**config.mk**
```make
export PLATFORM = sky130hd
export DESIGN_NAME = rf_wr_arbiter
export DESIGN_NICKNAME = d
export VERILOG_FILES = /design/src/rtl/rf_pkg.sv /design/src/rtl/rr_arb2.sv /design/src/rtl/rf_wr_arbiter.sv
export SDC_FILE = /design/constraint.sdc
export NUM_CORES = 1
export LEC_CHECK = 0
export ABC_CLOCK_PERIOD_IN_PS = 2850
export BUFFER_PORTS_ARGS = -buffer_cell sky130_fd_sc_hd__buf_2
export CORE_MARGIN = 2
export CORE_UTILIZATION = 40
export DETAILED_ROUTE_END_ITERATION = 12
export PLACE_DENSITY_LB_ADDON = 0.3
export SYNTH_ARGS = -nofsm -noshare
export SYNTH_HDL_FRONTEND = slang
export SYNTH_SLANG_ARGS = --single-unit
export TNS_END_PERCENT = 30
```
**constraint.sdc**
```tcl
create_clock -name clk -period 2.85 [get_ports clk]
set_input_delay 0 -clock clk [delete_from_list [all_inputs] [get_ports clk]]
set_output_delay 0 -clock clk [all_outputs]
set_load 0.005 [all_outputs]
```
**src/rtl/rf_pkg.sv**
```systemverilog
// Shared definitions for the register file and its write-port sequencer.
package rf_pkg;

  typedef enum logic {
    ST_CLEAR = 1'b0,
    ST_RUN   = 1'b1
  } rf_state_e;

  localparam int RF_ADDR_WIDTH = 5;
  localparam int RF_DATA_WIDTH = 32;

endpackage

```
**src/rtl/rr_arb2.sv**
```systemverilog
// Two-way round-robin grant logic. Purely combinational; the caller owns the
// priority flop and flips it after each transfer.
module rr_arb2 (
  input  logic       valid0,
  input  logic       valid1,
  input  logic       prio,
  output logic [1:0] grant
);

  // A lone requester always wins; on contention the prio bit picks the port.
  always_comb begin
    grant = 2'b00;
    if (valid0 && (!valid1 || !prio)) grant[0] = 1'b1;
    if (valid1 && (!valid0 || prio))  grant[1] = 1'b1;
  end

endmodule

```
**src/rtl/rf_wr_arbiter.sv**
```systemverilog
// Owner of the register file write port. After reset it zeroes every register
// (the file itself has no reset), then shares the port between the ALU (port 0)
// and the load unit (port 1) with round-robin priority. All write-port outputs
// come straight from flops.
module rf_wr_arbiter
  import rf_pkg::*;
#(
  parameter int ADDR_WIDTH     = RF_ADDR_WIDTH,
  parameter int DATA_WIDTH     = RF_DATA_WIDTH,
  parameter int NUM_REGS       = 32,
  parameter bit ZERO_REG_RO    = 1'b1,
  parameter bit CLEAR_ON_RESET = 1'b1
) (
  input  logic                  clk,
  input  logic                  rst,
  input  logic                  req0_valid,
  output logic                  req0_ready,
  input  logic [ADDR_WIDTH-1:0] req0_addr,
  input  logic [DATA_WIDTH-1:0] req0_data,
  input  logic                  req1_valid,
  output logic                  req1_ready,
  input  logic [ADDR_WIDTH-1:0] req1_addr,
  input  logic [DATA_WIDTH-1:0] req1_data,
  output logic                  wr_en,
  output logic [ADDR_WIDTH-1:0] wr_addr,
  output logic [DATA_WIDTH-1:0] wr_data,
  output logic                  init_done
);

  localparam logic [ADDR_WIDTH-1:0] LAST_ADDR = ADDR_WIDTH'(NUM_REGS - 1);

  rf_state_e             state, state_nxt;
  logic [ADDR_WIDTH-1:0] cnt, cnt_nxt;
  logic                  prio, prio_nxt;
  logic                  wr_en_nxt;
  logic [ADDR_WIDTH-1:0] wr_addr_nxt;
  logic [DATA_WIDTH-1:0] wr_data_nxt;
  logic                  init_done_nxt;
  logic [1:0]            grant;
  logic                  xfer0, xfer1;
  logic [ADDR_WIDTH-1:0] sel_addr;
  logic [DATA_WIDTH-1:0] sel_data;

  rr_arb2 u_arb (
    .valid0 (req0_valid),
    .valid1 (req1_valid),
    .prio   (prio),
    .grant  (grant)
  );

  assign req0_ready = (state == ST_RUN) && grant[0];
  assign req1_ready = (state == ST_RUN) && grant[1];
  assign xfer0      = req0_valid && req0_ready;
  assign xfer1      = req1_valid && req1_ready;
  assign sel_addr   = xfer1 ? req1_addr : req0_addr;
  assign sel_data   = xfer1 ? req1_data : req0_data;

  // Next-state and next-output logic: clear sweep first, then one accepted write per cycle.
  always_comb begin
    state_nxt     = state;
    cnt_nxt       = cnt;
    prio_nxt      = prio;
    wr_en_nxt     = 1'b0;
    wr_addr_nxt   = wr_addr;
    wr_data_nxt   = wr_data;
    init_done_nxt = init_done;
    case (state)
      ST_CLEAR: begin
        wr_en_nxt   = 1'b1;
        wr_addr_nxt = cnt;
        wr_data_nxt = '0;
        cnt_nxt     = cnt + ADDR_WIDTH'(1);
        if (cnt == LAST_ADDR) begin
          state_nxt     = ST_RUN;
          init_done_nxt = 1'b1;
        end
      end
      ST_RUN: begin
        if (xfer0 || xfer1) begin
          wr_addr_nxt = sel_addr;
          wr_data_nxt = sel_data;
          wr_en_nxt   = !(ZERO_REG_RO && (sel_addr == '0));
          prio_nxt    = xfer0;
        end
      end
      default: state_nxt = state;
    endcase
  end

  // State and output registers; reset aborts any sweep or pending handoff.
  always_ff @(posedge clk or posedge rst) begin
    if (rst) begin
      state     <= CLEAR_ON_RESET ? ST_CLEAR : ST_RUN;
      init_done <= ~CLEAR_ON_RESET;
      cnt       <= '0;
      prio      <= 1'b0;
      wr_en     <= 1'b0;
      wr_addr   <= '0;
      wr_data   <= '0;
    end else begin
      state     <= state_nxt;
      init_done <= init_done_nxt;
      cnt       <= cnt_nxt;
      prio      <= prio_nxt;
      wr_en     <= wr_en_nxt;
      wr_addr   <= wr_addr_nxt;
      wr_data   <= wr_data_nxt;
    end
  end

endmodule

```
==> results of run 1 <==
## through the flow
step | hold WS (ps) | instance area (um2) | utilization [%]
after floorplan | 83.1 | 2250 | -
after detailed placement | 290 | 2870 | 52.4
after CTS | 0.588 | 3270 | 59.8
after global routing | 1.63 | 3270 | 59.8
after global placement | 273 | 2870 | 52.4
final | 3.01 | 3270 | 59.8
## placed cells by master (no fill, tap or decap), drive strengths merged
master	synthesis	routed
nand4	1	1
a31oi	2	2
a41oi	1	1
o2bb2ai	1	1
o221a	1	1
a311oi	1	1
a21boi	1	1
nor3	3	3
or2	1	1
inv	4	4
buf	7	121
dlygate4sd3	0	31
a21oi	3	3
o22ai	1	1
mux2i	35	35
ha	2	2
mux2	4	4
nand3	34	34
xnor2	3	3
clkinvlp	0	1
and3	2	2
nor2b	1	1
a21o	1	1
o31ai	1	1
o221ai	2	2
clkinv	0	1
nor2	2	2
nand3b	1	1
clkbuf	11	6
o21ai	33	33
nand2	1	1
dfrtp	46	46
nand2b	1	1
## power breakdown
part           switching (mW)  total [mW]  internal [mW]
Combinational           0.144       0.328          0.185
Sequential             0.0345       0.750          0.715
Clock                   0.219       0.414          0.195
## per-layer routing
| metal | share of wire (%) | wire length (um) | GRT usage [%] |
|---|---|---|---|
| met1 | 43 | 2420 | 23.8 |
| met2 | 49 | 2760 | 31.3 |
| met3 | 6.4 | 357 | 4.20 |
| met4 | 1.5 | 83 | 5.86 |
| met5 | 0 | 0 | 0 |
## cell families after synthesis
| family | Yosys count | share of synthesized area [%] |
|---|---|---|
| AOI/OAI and AO/OA | 48 | 12.6 |
| and+or+nand+nor | 47 | 11.1 |
| DFF | 46 | 51.1 |
| muxes | 39 | 17.7 |
| buffers and inverters | 22 | 5.17 |
| xor gates and xnor gates | 3 | 1.17 |
| adders and majority gates | 2 | 1.11 |
## how the worst min path moves through the flow
stage,endpoint,slack (ps)
after floorplan,req0_ready,80
after global placement,wr_data[8]$_DFFE_PP0P_,270
after detailed placement,wr_data[2]$_DFFE_PP0P_,290
after CTS,wr_data[6]$_DFFE_PP0P_,0.6
after global routing,wr_data[23]$_DFFE_PP0P_,2
final,wr_data[29]$_DFFE_PP0P_,3
## critical path, delay by kind of cell (launching register included)
kind,cells,cell delay (ps)
muxes,1,220
AOI/OAI and AO/OA,1,70
buffers and inverters,2,920
and+or+nand+nor,2,610
DFF,1,380
## sequential cells by signal, summed over array words and instances, names as in the netlist
| signal | count |
|---|---|
| wr_data | 32 |
| cnt | 5 |
| wr_addr | 5 |
| init_done | 1 |
| prio | 1 |
| state | 1 |
| wr_en | 1 |
## final cells by class
cell class                 count  area (um2)  share of cell area [%]
clock buffer                   6        82.6                    2.52
clock inverter                 2        12.5                   0.383
inverter                       4        15.0                   0.459
multi-input combinational    139         995                    30.4
sequential                    46        1150                    35.2
tap                           72        90.1                    2.75
timing repair buffer         152         923                    28.2
==> flow_metrics.env, run 1 <==
export IMPL_synthToLayoutAreaGrowth_pct=45.3
export IMPL_yosysMostFrequentCell="dfrtp_1"
export IMPL_antenna_found_initial=0
export IMPL_synthTopCellsByCount="dfrtp_1 (46), mux2i_1 (35), nand3_1 (34), o21ai_0 (32), clkbuf_1 (11)"
export IMPL_max_freq_ghz=0.425
export IMPL_initial_utilization_pct=41.1
export IMPL_ant_nets=0
export IMPL_worstHoldPathCells=3
export IMPL_die_x_um=79.0
export IMPL_synth_seq_cells=46
export IMPL_drv_slew=0
export IMPL_routedWlPerCell_um=13.4
export IMPL_r2r_end="wr_data[3]$_DFFE_PP0P_"
export IMPL_seq_area_frac_synth_pct=51.1
export IMPL_finalNonFillerCells=421
export IMPL_postSynthCellCount=207
export IMPL_boundaryPins=119
export IMPL_drive_gt1_share_pct=40.4
export IMPL_p_leak_nw=1.59
export IMPL_cp_endpoint="wr_data[3]$_DFFE_PP0P_"
export IMPL_startpoint_type="flop"
export IMPL_synth_area_top_cells="dfrtp_1 (51%), mux2i_1 (16%), nand3_1 (7.6%)"
export IMPL_cts_hold_buf=31
export IMPL_timing_reg2reg_setup_slack_ps=500
export IMPL_core_um2=5470
export IMPL_power_density_nw_per_um2=456
export IMPL_critPathMaxStageDelay_ps=560
export IMPL_post_dp_hpwl_um=3680
export IMPL_core_rowCount=27
export IMPL_ys_async_sr_fraction_pct=100
export IMPL_clk_pin_slew_ps=80
export IMPL_cts_sinks=46
export IMPL_synth_top_area_share_pct=51.1
export IMPL_period_share_pct=82.5
export IMPL_min_from="req1_data[29]"
export IMPL_tightest_slew_ps=956
export IMPL_cp_required_ps=3000
export IMPL_n_antenna_cell=0
export IMPL_drcViolationCount=0
export IMPL_dr_pass1_iters=4
export IMPL_final_nets=428
export IMPL_post_place_ws_ps=963
export IMPL_grt_pass1_wl_um=9190
export IMPL_cp_arrival_ps=2510
export IMPL_yosysWarnings=0
export IMPL_cts_made_buffers=5
export IMPL_num_vias=2088
export IMPL_synth_fp_nets=287
export IMPL_root_buffer="clkbuf_8"
export IMPL_grt_max_degree=52
export IMPL_dieArea_um2=6240
export IMPL_yosysUniqueCellTypes=34
export IMPL_cap_violations=0
export IMPL_placed_cells=382
export IMPL_total_power_mw=1.49
export IMPL_status="finished, final reports clean"
export IMPL_grt_overflow=0
export IMPL_reg2reg_depth=6
export IMPL_synth_ff_type="dfrtp_1"
export IMPL_grt_usage_pct=18.6
export IMPL_ir_drop_uv=254
export IMPL_vias_per_cell=4.96
export IMPL_fin_crit_ps=2350
export IMPL_skew_ps=5.39
export IMPL_cts_tree="built"
export IMPL_syn_area_per_cell_um2=10.9
export IMPL_drtIter0Drc=100
export IMPL_rsz0062_at_grt="no"
export IMPL_finalWeightedCongestion=0.727
export IMPL_setup_slack_ps=499
export IMPL_hold_viol=0
export IMPL_htreeDepth=2
export IMPL_die_y_um=79.0
export IMPL_final_setup_tns_ps=0
export IMPL_cts_buffer_depth=2
export IMPL_path_cells="nand2b_2 > and3_4 > buf_4 > mux2i_1 > dlygate4sd3_1 > o21ai_0"
export IMPL_end_kind="flop"
export IMPL_cts_setup_buffers=0
export IMPL_criticalPathCategory="reg2reg"
export IMPL_synth_largest_area_cell="dfrtp_1"
export IMPL_fillers=490
export IMPL_hp_class="in2reg"
export IMPL_grt_pass1_vias=2038
export IMPL_synth_edf_count=0
export IMPL_netlist_area_um2=2250
export IMPL_cp_max_fo=22
export IMPL_portBuffers=118
export IMPL_crit_path_start="prio$_DFFE_PP0P_"
export IMPL_totalWireLength_um=5620
export IMPL_r2r_start="prio$_DFFE_PP0P_"
export IMPL_worst_slew_margin_rel_pct=36.2
export IMPL_cts_resized_gates=0
export IMPL_crit_path_top_delay_cell="dlygate4sd3_1"
export IMPL_setup_viol=0
export IMPL_worstSkewPairLatency_ps=290
(Power assumes the default switching activity.)
==> inputs of run 2 (changes only) <==
- ABC_AREA: not set -> 1
- ABC_CLOCK_PERIOD_IN_PS: 2850 -> 2000
- clock period: 2.85 -> 2 ns (I/O delays scaled with it)
==> run 2 against run 1 <==
Via count up 16%. Area after synthesis down 3.7%. Critical path type unchanged. Global-route usage up 3.8 points.
==> flow_metrics.env, run 2 <==
export IMPL_status="finished, final reports clean"
export IMPL_setup_viol=0
export IMPL_clk_pin_slew_ps=80
export IMPL_synth_top_area_share_pct=53.1
export IMPL_cts_buffer_depth=2
export IMPL_boundaryPins=119
export IMPL_reg_top3="wr_data x32, cnt x5, wr_addr x5"
export IMPL_end_kind="flop"
export IMPL_max_freq_ghz=0.538
export IMPL_antenna_found_initial=0
export IMPL_most_common_layout_cells="buf_2 (118), nand2_1 (62), dlygate4sd3_1 (46)"
export IMPL_final_nets=512
export IMPL_ys_async_sr_fraction_pct=100
export IMPL_path_cells="nand2_2 > inv_4 > nand2_4 > clkinv_2 > nor2_1 > o21ai_1 > dlygate4sd3_1"
export IMPL_hold_viol=0
export IMPL_largest_reg_flops=32
export IMPL_final_setup_tns_ps=0
export IMPL_finalWeightedCongestion=0.833
export IMPL_rsz0062_at_grt="no"
export IMPL_grt_usage_pct=22.4
export IMPL_synth_ff_type="dfrtp_1"
export IMPL_totalWireLength_um=6570
export IMPL_skew_ps=6.46
export IMPL_final_common_cell="buf_2"
export IMPL_crit_buf_inv=3
export IMPL_drive_gt1_share_pct=33.0
export IMPL_synth_compound_area_share_pct=17.4
export IMPL_synthToLayoutAreaGrowth_pct=57.4
export IMPL_seqPwrFrac_pct=47.9
export IMPL_synthTopCellsByCount="nand2_1 (63), dfrtp_1 (46), nor2_1 (39), o21ai_0 (35), o21ai_1 (33)"
export IMPL_place_area_um2=2830
export IMPL_cp_top_family="buffers and inverters"
export IMPL_synth_area_top_cells="dfrtp_1 (53%), nand2_1 (11%), o21ai_0 (8.1%)"
export IMPL_synth_fp_nets=348
export IMPL_p_sw_share_pct=27.0
export IMPL_crit_path_start="state$_DFF_PP0_"
export IMPL_p_leak_nw=1.75
export IMPL_die_x_um=77.6
export IMPL_setup_slack_ps=141
export IMPL_netlist_area_um2=2170
export IMPL_regMostFlops="wr_data"
export IMPL_tightest_slew_ps=551
export IMPL_multiInputGateArea_um2=873
export IMPL_yosysWarnings=0
export IMPL_core_rowCount=26
export IMPL_p_int_mw=1.63
export IMPL_period_share_pct=92.9
export IMPL_ir_drop_uv=339
export IMPL_post_dp_hpwl_um=4330
export IMPL_cts_made_buffers=5
export IMPL_synth_top_family_by_area="simple AND/OR/NAND/NOR gates"
export IMPL_vias_per_cell=4.81
export IMPL_synth_edf_count=0
export IMPL_grt_pass1_wl_um=10800
export IMPL_drtIter0Drc=119
export IMPL_drcViolationCount=0
export IMPL_regArea_um2=1150
export IMPL_cp_arrival_ps=2040
export IMPL_ant_nets=0
export IMPL_cts_sinks=46
export IMPL_synth_xor_area_share_pct=0.404
export IMPL_synth_largest_area_cell="dfrtp_1"
export IMPL_cp_required_ps=2180
export IMPL_dr_pass1_iters=4
export IMPL_postSynthCellCount=268
export IMPL_synth_seq_cells=46
export IMPL_critPathMaxStageDelay_ps=560
export IMPL_cap_violations=0
export IMPL_root_buffer="clkbuf_8"
export IMPL_r2r_start="state$_DFF_PP0_"
export IMPL_fin_crit_ps=1860
export IMPL_worst_slew_margin_rel_pct=63.2
export IMPL_synthAdderAreaFrac_pct=1.15
export IMPL_muxShareOfSynthArea_pct=0
export IMPL_grt_max_degree=37
export IMPL_crit_path_top_delay_cell="dlygate4sd3_1"
export IMPL_p_sw_mw=0.603
export IMPL_portBuffers=118
export IMPL_power_density_nw_per_um2=655
export IMPL_grt_overflow=0
export IMPL_die_y_um=77.6
export IMPL_post_place_ws_ps=447
export IMPL_grt_pass1_vias=2375
export IMPL_num_vias=2418
export IMPL_cp_max_fo=13
export IMPL_pwr_share_clk_pct=29.4
export IMPL_fillers=448
export IMPL_cts_setup_buffers=0
export IMPL_n_antenna_cell=0
export IMPL_core_um2=5170
export IMPL_hp_class="in2reg"
export IMPL_combPwrFrac_pct=22.7
export IMPL_yosysMostFrequentCell="nand2_1"
export IMPL_startpoint_type="flop"
export IMPL_initial_utilization_pct=41.9
export IMPL_cts_tree="built"
export IMPL_criticalPathCategory="reg2reg"
export IMPL_drv_slew=0
export IMPL_worstSkewPairLatency_ps=300
export IMPL_stdcell_area_um2=3410
export IMPL_syn_area_per_cell_um2=8.09
export IMPL_htreeDepth=2
export IMPL_dieArea_um2=6020
export IMPL_routedWlPerCell_um=13.1
export IMPL_synth_simple_area_share_pct=21.1
export IMPL_yosysUniqueCellTypes=22
export IMPL_min_from="req1_data[15]"
export IMPL_fin_util_pct=66.0
export IMPL_total_power_mw=2.24
export IMPL_seq_area_frac_synth_pct=53.1
## run 2: logic make-up after synthesis
family          after synthesis
xor+xnor                      1
compound gates               73
buf+inv                      31
fa+ha+maj                     2
flops                        46
simple gates                115
## run 2: metal layers
metal  wire length, um  track usage (%)
met5                 0                0
met4               164             8.57
met3               322             3.72
met2              3210             38.3
met1              2870             28.3
## run 2: final timing paths
kind	slack [ps]	depth (start not counted)	endpoint
setup reg to reg	140	7	wr_data[28]$_DFFE_PP0P_
min in group asynchronous	290	3	wr_data[0]$_DFFE_PP0P_
hold reg to reg	480	1	init_done$_DFFE_PP0P_
setup / recovery	140	7	wr_data[28]$_DFFE_PP0P_
hold / removal	0.5	3	wr_data[15]$_DFFE_PP0P_
max in group asynchronous	1080	4	wr_data[11]$_DFFE_PP0P_
## run 2: cell type report
cell class	count	share of cell area (%)
flip-flops and latches	46	33.8
repair buffers	170	32.6
multi-input cells	191	25.6
clock buffers	8	3.23
well taps	70	2.57
inverters	18	2.24
## run 2: tightest hold or removal path: cells and delay by family
family | cells | cell delay (ps)
AO/OA/AOI/OAI | 2 | 180
buffers and inverters | 1 | 70
## run 2: through the flow
step	hold WS, ps	instances
floorplan	113	268
global placement	91.7	449
detailed placement	86.0	449
CTS	0.533	502
global route	2.89	503
finish	0.474	503
## run 2: what timing repair did
action                     CTS  global route
hold buffers                45             1
gates resized for setup      0             7
hold endpoints to repair    54             1
setup endpoints to repair    0             4
## run 2: power groups by stage
stage	Sequential, mW	Combinational (mW)	Clock, mW
global placement	1.08	0.419	0
detailed placement	1.09	0.425	0
CTS	1.07	0.501	0.672
floorplan	1.10	0.194	0
global route	1.08	0.564	0.719
finish	1.07	0.507	0.657
==> inputs of run 3 (changes only) <==
- ABC_CLOCK_PERIOD_IN_PS: 2000 -> 2400
- clock period: 2 -> 2.4 ns (I/O delays scaled with it)
==> run 3 against run 2 <==
Die area did not move. Worst setup slack better by 92 ps. Cell count fell by 2.4%. Worst hold slack about the same. First-iteration DRC count up 3.4%. Wire length shrank 4.0%. Critical path type unchanged. Largest cell class unchanged. Highest routed layer unchanged.
==> flow_metrics.env, run 3 (synthesis results as in run 2) <==
export IMPL_critPathMaxStageDelay_ps=610
export IMPL_end_kind="flop"
export IMPL_path_cells="o21ai_1 > inv_2 > o21ai_0 > o21ai_1 > dlygate4sd3_1"
export IMPL_ir_drop_uv=363
export IMPL_cts_buffer_depth=2
export IMPL_grt_max_degree=47
export IMPL_synthToLayoutAreaGrowth_pct=50.2
export IMPL_cp_endpoint="wr_data[16]$_DFFE_PP0P_"
export IMPL_grt_overflow=0
export IMPL_tightest_slew_ps=953
export IMPL_startpoint_type="flop"
export IMPL_cts_tree="built"
export IMPL_drv_slew=0
export IMPL_initial_utilization_pct=41.9
export IMPL_antenna_found_initial=0
export IMPL_total_power_mw=1.72
export IMPL_reg_top3="wr_data x32, cnt x5, wr_addr x5"
export IMPL_criticalPathCategory="reg2reg"
export IMPL_final_common_cell="buf_2"
export IMPL_cts_setup_buffers=0
export IMPL_drcViolationCount=0
export IMPL_stdcell_area_um2=3260
export IMPL_regMostFlops="wr_data"
export IMPL_drive_gt1_share_pct=31.4
export IMPL_max_freq_ghz=0.462
export IMPL_worstSkewPairLatency_ps=290
export IMPL_r2r_start="state$_DFF_PP0_"
export IMPL_cp_max_fo=36
export IMPL_worst_slew_margin_rel_pct=36.4
export IMPL_regArea_um2=1150
export IMPL_drtIter0Drc=123
export IMPL_final_setup_tns_ps=0
export IMPL_clk_pin_slew_ps=80
export IMPL_die_x_um=77.6
export IMPL_post_dp_hpwl_um=4130
export IMPL_skew_ps=6.94
export IMPL_fin_crit_ps=2170
export IMPL_num_vias=2370
export IMPL_cap_violations=0
export IMPL_period_share_pct=90.3
export IMPL_p_leak_nw=1.67
export IMPL_crit_path_start="state$_DFF_PP0_"
export IMPL_reg2reg_depth=5
export IMPL_grt_pass1_vias=2308
export IMPL_hold_slack_ps=0.896
export IMPL_dr_pass1_iters=4
export IMPL_cp_arrival_ps=2390
export IMPL_htreeDepth=2
export IMPL_finalWeightedCongestion=0.884
export IMPL_timing_reg2reg_setup_slack_ps=230
export IMPL_crit_path_top_delay_cell="dfrtp_1"
export IMPL_dieArea_um2=6020
export IMPL_power_density_nw_per_um2=530
export IMPL_portBuffers=118
export IMPL_most_common_layout_cells="buf_2 (118), nand2_1 (63), dfrtp_1 (46)"
export IMPL_core_rowCount=26
export IMPL_setup_viol=0
export IMPL_cp_required_ps=2620
export IMPL_n_antenna_cell=0
export IMPL_cts_made_buffers=5
export IMPL_core_um2=5170
export IMPL_root_buffer="clkbuf_8"
export IMPL_status="finished, final reports clean"
export IMPL_cts_sinks=46
export IMPL_rsz0062_at_grt="no"
export IMPL_finalNonFillerCells=491
export IMPL_cpMostUsedCell="o21ai_1"
export IMPL_fillers=456
export IMPL_hp_class="in2reg"
export IMPL_hold_viol=0
export IMPL_grt_usage_pct=21.7
export IMPL_place_area_um2=2780
export IMPL_grt_pass1_wl_um=10500
export IMPL_ant_nets=0
export IMPL_totalWireLength_um=6310
export IMPL_largest_reg_flops=32
export IMPL_r2r_end="wr_data[16]$_DFFE_PP0P_"
export IMPL_multiInputGateArea_um2=867
export IMPL_final_nets=501
export IMPL_placed_cells=444
export IMPL_routedWlPerCell_um=12.9
export IMPL_vias_per_cell=4.83
export IMPL_die_y_um=77.6
export IMPL_boundaryPins=119
[run 3: cell types whose count changed in the layout (fill, tap and decap cells not counted), sizes merged]
| cell | previous run | this run |
|---|---|---|
| clkinv | 1 | 0 |
| inv | 17 | 18 |
| clkbuf | 8 | 7 |
| buf | 124 | 119 |
| dlygate4sd3 | 46 | 40 |
[run 3: per-stage QoR]
step                      setup WS (ps)  util [%]
after detailed placement            472      53.7
final                               234      62.9
after global routing               15.8      62.9
after global placement              554      53.7
after floorplan                    1230         -
after CTS                           167      62.9
[run 3: area by class of cell]
type / instances / area share (%)
sequential: 46 / 35.4
inverter: 18 / 2.31
clock buffer: 7 / 2.34
timing repair buffer: 159 / 30.7
tap: 70 / 2.69
multi-input combinational: 191 / 26.6
[run 3: how the worst min path moves through the flow]
stage / from / endpoint / slack, ps / depth (start not counted)
2_1_floorplan: req0_valid / req0_ready / 110 / 2
3_3_place_gp: req0_data[4] / wr_data[4]$_DFFE_PP0P_ / 260 / 3
3_5_place_dp: req0_data[0] / wr_data[0]$_DFFE_PP0P_ / 260 / 3
4_1_cts: req1_data[12] / wr_data[12]$_DFFE_PP0P_ / 0.2 / 3
5_1_grt: req1_data[12] / wr_data[12]$_DFFE_PP0P_ / 2 / 3
6_report: req1_data[4] / wr_data[4]$_DFFE_PP0P_ / 0.9 / 3
[run 3: critical path, delay by kind of cell (launching register included)]
family          cells  cell delay (ps)
flops               1              610
buf+inv             2              990
compound gates      3              480
[run 3: where the power goes]
part           total, mW  switching (mW)  internal, mW  leakage, nW
Clock              0.435           0.234         0.201       0.0383
Sequential         0.891          0.0391         0.852        0.544
Combinational      0.399           0.197         0.201         1.09
[run 3: per-layer routing]
| layer | GRT usage [%] | up-vias | routed length, um |
|---|---|---|---|
| met2 | 37.2 | 87 | 3200 |
| li1 | - | 1176 | - |
| met3 | 4.53 | 9 | 347 |
| met1 | 27.4 | 1098 | 2680 |
| met5 | 0 | - | 0 |
| met4 | 6.61 | 0 | 83 |
[run 3: repair_timing]
item,CTS,global route
endpoints found under the hold margin,75,0
hold buffers,40,0
setup endpoints to repair,0,3
resized for setup,0,3
